[config.mk]
export PLATFORM = sky130hd
export DESIGN_NAME = mux_lut_eval
export DESIGN_NICKNAME = d
export VERILOG_FILES = /design/src/rtl/mux_lut_eval_pkg.sv /design/src/rtl/mux_lut_eval_table.sv /design/src/rtl/mux_lut_eval.sv
export SDC_FILE = /design/constraint.sdc
export NUM_CORES = 1
export LEC_CHECK = 0
export BUFFER_PORTS_ARGS = -buffer_cell sky130_fd_sc_hd__buf_2
export CORE_MARGIN = 4
export CORE_UTILIZATION = 31
export CTS_CLUSTER_DIAMETER = 30
export CTS_CLUSTER_SIZE = 28
export DETAILED_ROUTE_END_ITERATION = 8
export HOLD_SLACK_MARGIN = 0.12
export MAX_ROUTING_LAYER = met4
export PLACE_DENSITY = 0.45
export SLEW_MARGIN = 10
export SYNTH_ARGS = -nofsm -noshare
export SYNTH_HDL_FRONTEND = slang
export SYNTH_SLANG_ARGS = --single-unit
[constraint.sdc]
create_clock -name clk -period 1.7 [get_ports clk]
set_input_delay 0.255 -clock clk [delete_from_list [all_inputs] [get_ports clk]]
set_output_delay 0.255 -clock clk [all_outputs]
set_load 0.01 [all_outputs]
[src/rtl/mux_lut_eval_pkg.sv]
// Shared types and constants for the runtime-loadable mux/LUT function evaluator.
// Residue codes are 4-bit truth tables of (d, e), indexed by {e,d}.
package mux_lut_pkg;

    typedef enum logic [1:0] {
        UNCFG = 2'd0,
        LOAD  = 2'd1,
        RUN   = 2'd2
    } state_t;

    localparam int CODE_W = 4;

    localparam logic [CODE_W-1:0] CODE_ZERO = 4'b0000;
    localparam logic [CODE_W-1:0] CODE_ONE  = 4'b1111;
    localparam logic [CODE_W-1:0] CODE_D    = 4'b1010;
    localparam logic [CODE_W-1:0] CODE_DN   = 4'b0101;
    localparam logic [CODE_W-1:0] CODE_E    = 4'b1100;
    localparam logic [CODE_W-1:0] CODE_EN   = 4'b0011;

    function automatic logic [1:0] res_idx(input logic d, input logic e);
        return {e, d};
    endfunction

endpackage

[src/rtl/mux_lut_eval_table.sv]
// Code table for mux_lut_eval: 2**SEL_W residue codes, serial write port,
// combinational single-bit read addressed by (sel, residue index).
module mux_lut_table
    import mux_lut_pkg::*;
#(
    parameter int SEL_W = 3
) (
    input  logic              clk,
    input  logic              rst,
    input  logic              wr_en,
    input  logic [SEL_W-1:0]  wr_idx,
    input  logic [CODE_W-1:0] wr_code,
    input  logic [SEL_W-1:0]  rd_sel,
    input  logic [1:0]        rd_res,
    output logic              rd_bit
);

    localparam int DEPTH = 1 << SEL_W;

    logic [CODE_W-1:0] lut_r [DEPTH];
    logic [CODE_W-1:0] rd_entry_s;

    // Entry storage; a reload only overwrites the entries it reaches.
    always_ff @(posedge clk or posedge rst) begin
        if (rst) begin
            for (int i = 0; i < DEPTH; i++) begin
                lut_r[i] <= CODE_ZERO;
            end
        end else if (wr_en) begin
            lut_r[wr_idx] <= wr_code;
        end else begin
            lut_r <= lut_r;
        end
    end

    assign rd_entry_s = lut_r[rd_sel];
    assign rd_bit     = rd_entry_s[rd_res];

endmodule

[src/rtl/mux_lut_eval.sv]
// Sequential mux/LUT evaluator: serial table load FSM plus a 1-deep registered output.
// Optional hit counter enabled by defining MUX_LUT_EVAL_HITCNT_EN.
module mux_lut_eval
    import mux_lut_pkg::*;
#(
    parameter int SEL_W = 3
) (
    input  logic              clk,
    input  logic              rst,
    input  logic              cfg_start,
    input  logic              cfg_valid,
    output logic              cfg_ready,
    input  logic [CODE_W-1:0] cfg_data,
    output logic              configured,
    input  logic              in_valid,
    output logic              in_ready,
    input  logic [SEL_W-1:0]  sel,
    input  logic [1:0]        res,
    output logic              out_valid,
    input  logic              out_ready,
    output logic              y
`ifdef MUX_LUT_EVAL_HITCNT_EN
    ,
    input  logic              hit_clr,
    output logic [15:0]       hit_cnt
`endif
);

    localparam logic [SEL_W-1:0] LAST_IDX = {SEL_W{1'b1}};

    state_t           state_r, state_nx_s;
    logic [SEL_W-1:0] idx_r, idx_nx_s;
    logic             configured_r, configured_nx_s;
    logic             out_valid_r, y_r;
    logic             wr_en_s, accept_s, lut_bit_s;

    // cfg_start overrides any beat or request presented in the same cycle.
    assign wr_en_s   = (state_r == LOAD) && cfg_valid && !cfg_start;
    assign cfg_ready = (state_r == LOAD);
    assign in_ready  = (state_r == RUN) && !cfg_start && (!out_valid_r || out_ready);
    assign accept_s  = in_valid && in_ready;

    mux_lut_table #(.SEL_W(SEL_W)) u_table (
        .clk     (clk),
        .rst     (rst),
        .wr_en   (wr_en_s),
        .wr_idx  (idx_r),
        .wr_code (cfg_data),
        .rd_sel  (sel),
        .rd_res  (res_idx(res[0], res[1])),
        .rd_bit  (lut_bit_s)
    );

    // FSM, load index and configured flag registers.
    always_ff @(posedge clk or posedge rst) begin
        if (rst) begin
            state_r      <= UNCFG;
            idx_r        <= '0;
            configured_r <= 1'b0;
        end else begin
            state_r      <= state_nx_s;
            idx_r        <= idx_nx_s;
            configured_r <= configured_nx_s;
        end
    end

    // Next-state logic; a table counts as configured only after its final entry lands.
    always_comb begin
        state_nx_s      = state_r;
        idx_nx_s        = idx_r;
        configured_nx_s = configured_r;
        if (cfg_start) begin
            state_nx_s      = LOAD;
            idx_nx_s        = '0;
            configured_nx_s = 1'b0;
        end else begin
            case (state_r)
                LOAD: begin
                    if (wr_en_s && (idx_r == LAST_IDX)) begin
                        state_nx_s      = RUN;
                        idx_nx_s        = '0;
                        configured_nx_s = 1'b1;
                    end else if (wr_en_s) begin
                        idx_nx_s = idx_r + SEL_W'(1'b1);
                    end else begin
                        idx_nx_s = idx_r;
                    end
                end
                UNCFG, RUN: begin
                    state_nx_s = state_r;
                end
                default: begin
                    state_nx_s      = UNCFG;
                    idx_nx_s        = '0;
                    configured_nx_s = 1'b0;
                end
            endcase
        end
    end

    // Output register: holds y while the consumer stalls, drains across reloads.
    always_ff @(posedge clk or posedge rst) begin
        if (rst) begin
            out_valid_r <= 1'b0;
            y_r         <= 1'b0;
        end else if (accept_s) begin
            out_valid_r <= 1'b1;
            y_r         <= lut_bit_s;
        end else if (out_ready) begin
            out_valid_r <= 1'b0;
            y_r         <= y_r;
        end else begin
            out_valid_r <= out_valid_r;
            y_r         <= y_r;
        end
    end

    assign configured = configured_r;
    assign out_valid  = out_valid_r;
    assign y          = y_r;

`ifdef MUX_LUT_EVAL_HITCNT_EN
    logic [15:0] hit_cnt_r;

    // Saturating count of accepted evaluations yielding 1; clear beats increment.
    always_ff @(posedge clk or posedge rst) begin
        if (rst) begin
            hit_cnt_r <= 16'h0000;
        end else if (hit_clr) begin
            hit_cnt_r <= 16'h0000;
        end else if (accept_s && lut_bit_s && (hit_cnt_r != 16'hFFFF)) begin
            hit_cnt_r <= hit_cnt_r + 16'h0001;
        end else begin
            hit_cnt_r <= hit_cnt_r;
        end
    end

    assign hit_cnt = hit_cnt_r;
`endif

endmodule

==> summary.md <==
| Metric | Value |
|---|---|
| Status | completed |
| Area grow syn2layout | 19.6% |
| Slowest CP cell | dfrtp_1 |
| Vias in the first global route | 1308 |
| Worst-Margin Slew | 0.497 ns |
| CP peak stage delay | 0.42 ns |
| Worst skew pair latency | 0.29 ns |
| Layout cells sized above 1 | 44.2% |
| Worst EP arrival | 1.83 ns |
| Clock buffer depth | 2 |
| Synth top area cells | dfrtp_1 49%, mux2_2 19%, mux2i_1 8.1% |
| Fin crit share | 97.6% |
| FMAX | 603 MHz |
| DR top layer | met4 |
| Antenna viol nets, final | 0 |
| WL met3 | 165 um |
| R2R cell count | 5 |
| Cell taking the most area after synthesis | dfrtp_1 |
| Min Hold Slack | 0.176 ns |
| Critical path depth | 5 |
| Ant diodes | 0 |
| Synth Area per Inst | 13.3 um^2 |
| Total GRT Usage | 12.4% |
| Final Hold Fails | 0 |
| Hold path cells | 2 |
| FF-to-FF Start | state_r[1] |
| DP HPWL | 3060 um |
| Max FO, Critical Path | 4 |
| Initial DRC count | 40 |
| Cell family with most CP delay | simple AND/OR/NAND/NOR gates |
| Rows | 28 |
| Chip width | 88.0 um |
| Number of fill cells | 585 |
| Worst Hold Class | in2reg |
| First-pass DRT Iterations | 4 |
| Max Cap Viol | 0 |
| Unrepaired setup endpoints after global routing | yes |
| Worst Setup Start Kind | flip-flop |
| TritonCTS clock tree | built |
| Finished Cell Area | 2370 um^2 |
| Placed cell areas | 2190 um^2 |
| First-pass GRT wire length | 6860 um |
| Placer Congestion | 0.925 |
| Post-Syn Nets | 166 |
| # clock sinks | 39 |
| WL met2 | 2030 um |
| Crit. End Element | flip-flop |
| Overall power | 2.36 mW |
| Worst EP required | 1.87 ns |
| Initial antenna violation count | 0 |
| Post-layout nets | 197 |
| Register bit count reported by yosys | 39 |
| WHS Endpoint | state_r[1] |
| Die height | 88.0 um |
| Cell variety after synth | 33 |
| Synthesized area | 1980 um^2 |
| CTS root buffer | clkbuf_8 |
| DRC errors left | 0 |
| Register area share after synthesis | 49.2% |
| Reg clk slew, reported paths | 0.08 ns |
| Final Skew | 0.00602 ns |
| GR Overflow Total | 0 |
| Fin. max-slew vios | 0 |
| Final min period | 1.66 ns |
| Core area | 6060 um^2 |
| Leak | 1.20 nW |
| Largest net degree at the start of global routing | 40 |
| R2R Setup Slk | 0.04 ns |
| Synth top area share | 49.2% |
| Vias per cell | 4.93 |
| Port buffer count | 19 |
| H-Tree Level Count | 2 |
| Min-Delay Startpoint | cfg_start |
| Num CTS Buffers | 5 |
| Final setup fails | 0 |
| Crit Reg-Reg Endpoint | u_table.lut_r[14] |
| Worst Path Buf+Inv | 0 |
| P per Cell Area | 997 nW/um^2 |
| Cell Chain, Critical Path | nor2b_4, and3b_4, nand2b_4, nor3b_4, mux2_2 |
| Wl on met1 | 1960 um |
| Setup CP Type | reg2reg |
| IO Count | 20 |
| Relative slew margins | 66.8% |
| Post-Synthesis Cells | 149 |
| Wire per inst | 16.4 um |
| Ys Warns | 0 |
| Final core occ | 39.1% |
| Post-Route WL | 4190 um |
| Worst VDD drop | 0.000384 V |
| Initial Utilization | 32.7% |
| Via count | 1262 |
| Die area | 7740 um^2 |
registers in the layout, indices dropped and copies added, names as in the netlist:
register / count
out_valid: 1
y: 1
idx_r: 3
u_table.lut_r: 32
state_r: 2
how the worst max path moves through the flow:
stage          startpoint                end  slack (ns)
3_5_place_dp   state_r[1]  u_table.lut_r[14]      0.0007
6_report       state_r[1]  u_table.lut_r[14]        0.04
2_1_floorplan  state_r[1]  u_table.lut_r[12]        0.03
4_1_cts        state_r[1]  u_table.lut_r[22]      0.0002
5_1_grt        state_r[1]  u_table.lut_r[14]       -0.03
3_3_place_gp   state_r[1]  u_table.lut_r[21]        0.05
metal layers:
layer,up-vias,GRT usage [%]
li1,601,-
met1,630,15.5
met2,27,19.6
met3,4,3.39
met4,0,3.77
met5,-,-
report_power, final:
group / switching (mW) / internal, mW / total [mW]
logic: 0.152 / 0.192 / 0.344
registers: 0.0674 / 1.05 / 1.11
clock network: 0.319 / 0.587 / 0.905
kinds of logic after synthesis:
kind of cell / Yosys count / share of synthesized area (%)
compound gates: 16 / 5.30
flops: 39 / 49.2
buf+inv: 5 / 1.89
mux: 49 / 26.8
fa+ha+maj: 2 / 1.26
simple gates: 38 / 15.5
Yosys cell counts, drive strengths merged:
master  count
a22o        2
a21oi       6
nand2b      4
inv         1
or2         1
and3        4
nand3       3
nand3b      2
nor2b       5
and2        2
nor3b       2
and3b       1
a21o        1
ha          2
buf         4
a31oi       3
a22oi       2
mux2       33
nand2       7
dfrtp      39
o21a        1
mux2i      16
nor2        5
nor3        2
a311oi      1
stage by stage:
| stage | std cells | setup TNS, ns | worst slack, ns |
|---|---|---|---|
| 6_report | 256 | 0 | 0.0406 |
| 5_1_grt | 256 | -0.0845 | -0.0287 |
| 4_1_cts | 254 | 0 | 0.000248 |
| 3_5_place_dp | 244 | 0 | 0.000681 |
| 3_3_place_gp | 244 | 0 | 0.0482 |
| 2_1_floorplan | 149 | 0 | 0.0285 |
area by class of cell:
type | count | area (um^2) | share of cell area (%)
multi-input cells | 105 | 983 | 41.5
clock inverters | 2 | 60.1 | 2.53
flip-flops and latches | 39 | 976 | 41.2
inverters | 1 | 3.75 | 0.158
well taps | 75 | 93.8 | 3.96
repair buffers | 28 | 181 | 7.65
clock buffers | 6 | 72.6 | 3.06
what timing repair did:
action | 4_1_cts | 5_1_grt
pin swaps | 2 | 1
buffers inserted | 1 | 2
hold endpoints to repair | 39 | 0
endpoints found under the setup margin | 5 | 11
resized for setup | 1 | 4
hold buffers | 1 | 0
layout by cell type (no fill, tap or decap), types with 2 or more instances in the layout:
| cell type | Yosys | final |
|---|---|---|
| nor2_1 | 4 | 4 |
| a31oi_1 | 3 | 3 |
| mux2_4 | 0 | 4 |
| a22oi_1 | 2 | 2 |
| bufinv_16 | 0 | 2 |
| mux2i_1 | 16 | 16 |
| nand3_1 | 2 | 2 |
| ha_1 | 2 | 2 |
| clkbuf_8 | 0 | 5 |
| a22o_1 | 2 | 2 |
| nand3b_4 | 2 | 2 |
| mux2_2 | 33 | 29 |
| nand2_1 | 6 | 6 |
| buf_2 | 0 | 19 |
| buf_4 | 3 | 6 |
| dfrtp_1 | 39 | 39 |
| nand2b_1 | 3 | 3 |
| nor3b_4 | 2 | 2 |
| nor2b_1 | 4 | 4 |
| a21oi_1 | 6 | 6 |
| and3_1 | 4 | 4 |
No activity file was read; power rests on OpenSTA's default activity.
